<file path="src/rtl/spi_ctrl_pkg.sv">
// spi_ctrl_pkg
// Shared definitions for the SPI master transfer controller:
//   - default transfer width and slave-select delay
//   - FSM state encodings (plain localparams so older tools can use them)
//   - helper that sizes the SCLK edge counter for a given transfer width
package spi_ctrl_pkg;

    localparam int DEFAULT_DATA_W   = 8;
    localparam int DEFAULT_SS_DELAY = 2;

    localparam logic [2:0] ST_IDLE  = 3'd0;
    localparam logic [2:0] ST_LEAD  = 3'd1;
    localparam logic [2:0] ST_XFER  = 3'd2;
    localparam logic [2:0] ST_TRAIL = 3'd3;
    localparam logic [2:0] ST_GAP   = 3'd4;

    // The edge counter must be able to hold the value 2*data_w (one count
    // per sample strobe plus one per setup strobe).
    function automatic int edge_cnt_width(input int data_w);
        return $clog2(2 * data_w + 1);
    endfunction

endpackage

</file>
<file path="src/rtl/spi_shift_register.sv">
// spi_shift_register
// TX/RX shift register pair for one SPI transfer.
// Optional feature macro: SPI_CTRL_LSB_FIRST_EN (adds i_lsbfe bit-order select).
// Ports:
//   i_clk, i_reset_n   system clock, asynchronous active-low reset
//   i_load             load i_load_data into TX, clear RX (start of transfer)
//   i_load_data        byte to transmit
//   i_lsbfe            (macro only) LSB-first select, captured on i_load
//   i_shift_out        advance TX so the next bit appears on o_tx_bit
//   i_shift_in         shift i_miso into the RX register
//   i_miso             serial input bit
//   o_tx_bit           bit currently presented to MOSI
//   o_rx_data          received word, natural bit order
module spi_shift_register
    import spi_ctrl_pkg::*;
#(
    parameter int DATA_W = DEFAULT_DATA_W
) (
    input  logic              i_clk,
    input  logic              i_reset_n,
    input  logic              i_load,
    input  logic [DATA_W-1:0] i_load_data,
`ifdef SPI_CTRL_LSB_FIRST_EN
    input  logic              i_lsbfe,
`endif
    input  logic              i_shift_out,
    input  logic              i_shift_in,
    input  logic              i_miso,
    output logic              o_tx_bit,
    output logic [DATA_W-1:0] o_rx_data
);

    logic [DATA_W-1:0] tx_sr;
    logic [DATA_W-1:0] rx_sr;
    logic              lsb_first;

`ifdef SPI_CTRL_LSB_FIRST_EN
    // Bit order is frozen at load so a register write mid-transfer
    // cannot scramble the word already on the wire.
    always_ff @(posedge i_clk or negedge i_reset_n) begin
        if (!i_reset_n) begin
            lsb_first <= 1'b0;
        end else if (i_load) begin
            lsb_first <= i_lsbfe;
        end
    end
`else
    assign lsb_first = 1'b0;
`endif

    // TX register: the outgoing bit always sits at one end, and shifting
    // moves the next bit into that position.
    always_ff @(posedge i_clk or negedge i_reset_n) begin
        if (!i_reset_n) begin
            tx_sr <= '0;
        end else if (i_load) begin
            tx_sr <= i_load_data;
        end else if (i_shift_out) begin
            tx_sr <= lsb_first ? (tx_sr >> 1) : (tx_sr << 1);
        end
    end

    // RX register: for LSB-first transfers the bits enter from the MSB end,
    // so after a full word the first received bit lands in bit 0.
    always_ff @(posedge i_clk or negedge i_reset_n) begin
        if (!i_reset_n) begin
            rx_sr <= '0;
        end else if (i_load) begin
            rx_sr <= '0;
        end else if (i_shift_in) begin
            rx_sr <= lsb_first ? {i_miso, rx_sr[DATA_W-1:1]}
                               : {rx_sr[DATA_W-2:0], i_miso};
        end
    end

    assign o_tx_bit  = lsb_first ? tx_sr[0] : tx_sr[DATA_W-1];
    assign o_rx_data = rx_sr;

endmodule

</file>
<file path="src/rtl/spi_master_controller.sv">
// spi_master_controller
// Sequences one SPI master transfer on top of spi_clock_generator: accepts a
// TX word, drives slave select, runs the SCLK divider, shifts MOSI/captures
// MISO on the generator's setup/sample strobes and reports the result.
// Optional feature macro: SPI_CTRL_LSB_FIRST_EN (adds i_lsbfe).
// Ports:
//   i_clk, i_reset_n        system clock, asynchronous active-low reset
//   i_spe, i_mstr, i_cpha   SPI enable, master mode, clock phase
//   i_tx_valid, i_tx_data   write request / data; o_tx_ready accepts it
//   o_rx_valid, o_rx_data   one-cycle received-word pulse / held data
//   o_spif, i_spif_clr      sticky transfer-complete flag and its clear
//   o_wcol, i_wcol_clr      sticky write-collision flag and its clear
//   o_busy                  transfer in progress
//   o_sclk_run              enables the SCLK divider (XFER only)
//   i_sample, i_setup       strobes from spi_clock_generator
//   o_ss_n, o_mosi, i_miso  SPI pins
//   i_lsbfe                 (macro only) LSB-first select
module spi_master_controller
    import spi_ctrl_pkg::*;
#(
    parameter int DATA_W   = DEFAULT_DATA_W,
    parameter int SS_DELAY = DEFAULT_SS_DELAY
) (
    input  logic              i_clk,
    input  logic              i_reset_n,
    input  logic              i_spe,
    input  logic              i_mstr,
    input  logic              i_cpha,
`ifdef SPI_CTRL_LSB_FIRST_EN
    input  logic              i_lsbfe,
`endif
    input  logic              i_tx_valid,
    input  logic [DATA_W-1:0] i_tx_data,
    output logic              o_tx_ready,
    output logic              o_rx_valid,
    output logic [DATA_W-1:0] o_rx_data,
    output logic              o_spif,
    input  logic              i_spif_clr,
    output logic              o_wcol,
    input  logic              i_wcol_clr,
    output logic              o_busy,
    output logic              o_sclk_run,
    input  logic              i_sample,
    input  logic              i_setup,
    output logic              o_ss_n,
    output logic              o_mosi,
    input  logic              i_miso
);

    localparam int EDGE_W = edge_cnt_width(DATA_W);
    localparam int SAMP_W = $clog2(DATA_W + 1);
    localparam int DLY_W  = (SS_DELAY > 1) ? $clog2(SS_DELAY) : 1;

    localparam logic [EDGE_W:0]   EDGE_LAST = (EDGE_W+1)'(2 * DATA_W);
    localparam logic [SAMP_W-1:0] SAMP_FULL = SAMP_W'(DATA_W);
    localparam logic [DLY_W-1:0]  DLY_LAST  = DLY_W'(SS_DELAY - 1);

    logic [2:0]        state;
    logic [DLY_W-1:0]  dly_cnt;
    logic [EDGE_W-1:0] edge_cnt;
    logic [SAMP_W-1:0] sample_cnt;
    logic [SAMP_W-1:0] sample_cnt_eff;
    logic [EDGE_W:0]   edge_cnt_next;
    logic [DATA_W-1:0] rx_shift;
    logic              enabled;
    logic              accept;
    logic              in_xfer;
    logic              do_sample;
    logic              do_setup;
    logic              shift_out;
    logic              dly_done;
    logic              xfer_done;
    logic              spif_set;
    logic              wcol_set;
    logic              cpha_unused;

    // The phase only changes the order in which the generator issues its
    // strobes; the setup rule below is correct for both orders, so the
    // controller itself never needs to look at CPHA.
    assign cpha_unused = i_cpha;

    assign enabled    = i_spe & i_mstr;
    assign o_tx_ready = (state == ST_IDLE) & enabled;
    assign o_busy     = (state != ST_IDLE);
    assign accept     = i_tx_valid & o_tx_ready;
    assign in_xfer    = (state == ST_XFER);
    assign do_sample  = in_xfer & i_sample;
    assign do_setup   = in_xfer & i_setup;
    assign dly_done   = (dly_cnt == DLY_LAST);

    // A coincident sample is applied before the setup, so the setup decision
    // uses the sample count including this cycle's sample. The first setup
    // (nothing sampled yet, CPHA=1) and the last one (word complete, CPHA=0)
    // leave MOSI alone.
    assign sample_cnt_eff = sample_cnt + SAMP_W'(do_sample);
    assign shift_out      = do_setup & (sample_cnt_eff != '0) & (sample_cnt_eff < SAMP_FULL);
    assign edge_cnt_next  = {1'b0, edge_cnt} + (EDGE_W+1)'(do_sample) + (EDGE_W+1)'(do_setup);
    assign xfer_done      = (edge_cnt_next >= EDGE_LAST);

    assign spif_set = (state == ST_TRAIL) & dly_done & enabled;
    assign wcol_set = i_tx_valid & o_busy;

    spi_shift_register #(
        .DATA_W (DATA_W)
    ) u_shift (
        .i_clk       (i_clk),
        .i_reset_n   (i_reset_n),
        .i_load      (accept),
        .i_load_data (i_tx_data),
`ifdef SPI_CTRL_LSB_FIRST_EN
        .i_lsbfe     (i_lsbfe),
`endif
        .i_shift_out (shift_out),
        .i_shift_in  (do_sample),
        .i_miso      (i_miso),
        .o_tx_bit    (o_mosi),
        .o_rx_data   (rx_shift)
    );

    // Transfer sequencer. Losing SPE or MSTR in any active state drops
    // straight back to IDLE with SS released and no completion reported.
    // SS, SCLK-run and the RX result are registered here so the pins never
    // glitch on state decode.
    always_ff @(posedge i_clk or negedge i_reset_n) begin
        if (!i_reset_n) begin
            state      <= ST_IDLE;
            dly_cnt    <= '0;
            edge_cnt   <= '0;
            sample_cnt <= '0;
            o_ss_n     <= 1'b1;
            o_sclk_run <= 1'b0;
            o_rx_valid <= 1'b0;
            o_rx_data  <= '0;
        end else begin
            o_rx_valid <= 1'b0;
            if ((state != ST_IDLE) && !enabled) begin
                state      <= ST_IDLE;
                dly_cnt    <= '0;
                o_ss_n     <= 1'b1;
                o_sclk_run <= 1'b0;
            end else begin
                case (state)
                    ST_IDLE: begin
                        if (accept) begin
                            state      <= ST_LEAD;
                            dly_cnt    <= '0;
                            edge_cnt   <= '0;
                            sample_cnt <= '0;
                            o_ss_n     <= 1'b0;
                        end
                    end
                    ST_LEAD: begin
                        if (dly_done) begin
                            state      <= ST_XFER;
                            dly_cnt    <= '0;
                            o_sclk_run <= 1'b1;
                        end else begin
                            dly_cnt <= dly_cnt + DLY_W'(1);
                        end
                    end
                    ST_XFER: begin
                        edge_cnt   <= edge_cnt_next[EDGE_W-1:0];
                        sample_cnt <= sample_cnt_eff;
                        if (xfer_done) begin
                            state      <= ST_TRAIL;
                            o_sclk_run <= 1'b0;
                        end
                    end
                    ST_TRAIL: begin
                        if (dly_done) begin
                            state      <= ST_GAP;
                            dly_cnt    <= '0;
                            o_ss_n     <= 1'b1;
                            o_rx_valid <= 1'b1;
                            o_rx_data  <= rx_shift;
                        end else begin
                            dly_cnt <= dly_cnt + DLY_W'(1);
                        end
                    end
                    ST_GAP: begin
                        if (dly_done) begin
                            state   <= ST_IDLE;
                            dly_cnt <= '0;
                        end else begin
                            dly_cnt <= dly_cnt + DLY_W'(1);
                        end
                    end
                    default: begin
                        state      <= ST_IDLE;
                        o_ss_n     <= 1'b1;
                        o_sclk_run <= 1'b0;
                    end
                endcase
            end
        end
    end

    // Sticky status flags; a set in the same cycle as a clear wins so an
    // event is never lost to a racing software clear.
    always_ff @(posedge i_clk or negedge i_reset_n) begin
        if (!i_reset_n) begin
            o_spif <= 1'b0;
            o_wcol <= 1'b0;
        end else begin
            if (spif_set) begin
                o_spif <= 1'b1;
            end else if (i_spif_clr) begin
                o_spif <= 1'b0;
            end
            if (wcol_set) begin
                o_wcol <= 1'b1;
            end else if (i_wcol_clr) begin
                o_wcol <= 1'b0;
            end
        end
    end

endmodule

</file>
<file path="config.mk">
export PLATFORM = sky130hd
export DESIGN_NAME = spi_master_controller
export DESIGN_NICKNAME = d
export VERILOG_FILES = /design/src/rtl/spi_ctrl_pkg.sv /design/src/rtl/spi_shift_register.sv /design/src/rtl/spi_master_controller.sv
export SDC_FILE = /design/constraint.sdc
export NUM_CORES = 1
export LEC_CHECK = 0
export CAP_MARGIN = 30
export CORE_MARGIN = 4
export CORE_UTILIZATION = 56
export CTS_CLUSTER_SIZE = 30
export DETAILED_ROUTE_END_ITERATION = 10
export MAX_ROUTING_LAYER = met4
export PLACE_DENSITY = 0.94
export SETUP_SLACK_MARGIN = 0.5
export SYNTH_ARGS = -nofsm -noshare
export SYNTH_HDL_FRONTEND = slang
export SYNTH_SLANG_ARGS = --single-unit
</file>
<file path="constraint.sdc">
create_clock -name i_clk -period 8.2 [get_ports i_clk]
set_input_delay 0.82 -clock i_clk [delete_from_list [all_inputs] [get_ports i_clk]]
set_output_delay 0.82 -clock i_clk [all_outputs]
set_load 0.02 [all_outputs]
</file>
==> out/metrics.cfg <==
[die]
dieArea_um2 = 4550
initial_core_util = 0.585
pin_count = 35
core_um2 = 3390
fp.dieW_um = 67.5
die_y_um = 67.5
num_rows = 21

[grt]
grt_usage = 0.191
first_global_vias = 1393
grt_first_pass_wirelength_um = 6290
antenna_found_initial = 0
grt_remaining_overflow = 0
grt_max_degree = 43

[drt]
drt-initial-drc-count = 121
drtAntennaViolNets = 0
dr_wl_met2_um = 1870
avgViaCountPerCell = 5.68
vias = 1493
drt-total-wl_um = 3750
top_layer = met4
dr_wl_met3_um = 129
routedWlPerCell_um = 14.2
drt-pass1-iter-count = 4
wl_met1_um = 1680
drc_errors = 0

[pwr]
power.static_leakage_nw = 1.09
power_density_nw_per_um2 = 164
fin_total_pwr_mw = 0.391
ir_worst_vdd_mv = 0.0956

[sta]
relSlewSlack = 0.410
max_freq_ghz = 0.318
grt_setup_unrepaired = false
finalHoldViolations = 0
skew_ns = 0.0174
finalSetupViolations = 0
period_share = 0.384
finalSetupTns_ns = 0
min_period_ns = 3.15
hold_ws_ns = 0.484
worst_pin_slew_ns = 0.885
maxSlewViolCount = 0

[layout]
antenna_cells = 0
area_growth_pct = 20.1
finish.net_count = 239
stdcell_area_um2 = 2380
layout_commonest_cell = dfrtp_1
fillCellCount = 236
drive_gt1_frac = 0.115
final_cell_mix = 41 x dfrtp_1, 32 x clkdlybuf4s50_1, 28 x nand2_1
final_util = 0.702

[clock_tree]
cts_root_buf = clkbuf_4
cts_made_buffers = 5
clk_pin_slew_ns = 0.13
tritoncts = done
cts.repair.resized = 0
cts_max_level = 2
cts_sinks = 42
cts_buffer_depth = 2
cts_setup_buffers = 0
clock_latency_ns = 0.37
cts_hold_buffers = 0

[setup_path]
critical_path_class = in -> out
critPathMaxFanout = 8
critPathLaunchType = primary input
cp-end-kind = primary output
required_ns = 7.38
critPathArrivalTime_ns = 2.33

[synthesis]
synth_cell_type_count = 42
synth_edf_count = 0
postSynthCellCount = 184
synth.avg_cell_area_um2 = 10.8
netlist_area_um2 = 1980
synthesis.nets = 207
ys_seq_elements = 42
yosysWarnings = 0
async_reset_ff_frac = 1.00
synth_flop_cell = dfrtp_1
synth_seq_area_share = 0.531

[outcome]
status = completed

[min_path]
hold_class = reg -> reg

[run]
maxCapViolCount = 0

[placement]
globalplace.congestion = 0.822
portBuffers = 33
dpl.hpwl_um = 2630
placed_area_um2 = 2320

==> cells by family (layout without fill, tap and decap cells) <==
family	after synthesis	count (layout)	share of synthesized area
buffers and inverters	14	47	0.0341
flip-flops	42	42	0.531
AO/OA/AOI/OAI	41	41	0.145
adder cells (fa/ha/maj)	5	5	0.0341
multiplexers	10	10	0.0556
XOR/XNOR	5	5	0.0221
AND/OR/NAND/NOR	67	67	0.178
==> state kept, by name, summed over array words and instances (netlist names) <==
register / cells
o_rx_valid: 1
o_ss_n: 1
o_wcol: 1
state: 3
dly_cnt: 1
o_rx_data: 8
edge_cnt: 5
o_sclk_run: 1
o_spif: 1
u_shift.o_rx_data: 8
u_shift.tx_sr: 8
sample_cnt: 4
==> where the power goes <==
group	total [mW]	switching [mW]	leakage [nW]	internal (mW)
registers	0.230	0.00984	0.567	0.220
clock network	0.107	0.0728	0.0278	0.0343
logic	0.0537	0.0251	0.492	0.0286
==> cell type report <==
cell class	instances	area, µm²	share of cell area
Clock buffer	5	37.5	0.0158
Clock inverter	3	23.8	0.00998
Inverter	6	22.5	0.00946
Multi-Input combinational cell	128	862	0.362
Sequential cell	42	1050	0.442
Tap cell	46	57.6	0.0242
Timing Repair Buffer	33	325	0.137
==> worst max-delay path, stage by stage <==
cell and delay (ns):
clkdlybuf4s50_1 0.51, nand2_1 0.22, nor2_1 0.16, clkdlybuf4s50_1 0.62
==> path summary, 6_finish.rpt <==
check,from,end,slack [ns],cells after the start
max reg2reg,state[2],u_shift.tx_sr[1],5.16,9
min reg2reg,o_ss_n,o_ss_n,0.48,2
max in group asynchronous,i_reset_n,state[0],7.09,1
min in group asynchronous,i_reset_n,u_shift.o_rx_data[7],0.55,1
max,i_spe,o_tx_ready,5.05,4
min,o_ss_n,o_ss_n,0.48,2
==> routing by layer <==
layer	vias to the layer above	GRT usage
li1	730	-
met1	731	0.249
met2	24	0.295
met3	8	0.0349
met4	0	0.0759
met5	-	-
==> stage by stage <==
| stage | instances | setup WS [ns] |
|---|---|---|
| floorplan | 184 | 5.41 |
| global placement | 255 | 4.71 |
| detailed placement | 255 | 4.69 |
| CTS | 263 | 5.03 |
| global route | 263 | 4.90 |
| finish | 263 | 5.05 |
==> synth_stat cells (all sizes together), types with 2 or more instances <==
library cell | instances | area share
a21oi | 16 | 0.042
a221o | 6 | 0.030
a22o | 6 | 0.027
and2 | 4 | 0.013
and3 | 8 | 0.025
buf | 6 | 0.019
clkbuf | 2 | 0.0038
dfrtp | 41 | 0.52
ha | 3 | 0.019
inv | 5 | 0.0095
mux2 | 8 | 0.045
mux2i | 2 | 0.010
nand2 | 28 | 0.053
nand2b | 4 | 0.013
nand3 | 7 | 0.018
nand4b | 2 | 0.0088
nor2 | 5 | 0.012
nor3 | 3 | 0.0076
o21ai | 5 | 0.013
o2bb2ai | 2 | 0.0088
xor2 | 4 | 0.018
Note: power is estimated with default switching activity, not from simulation.
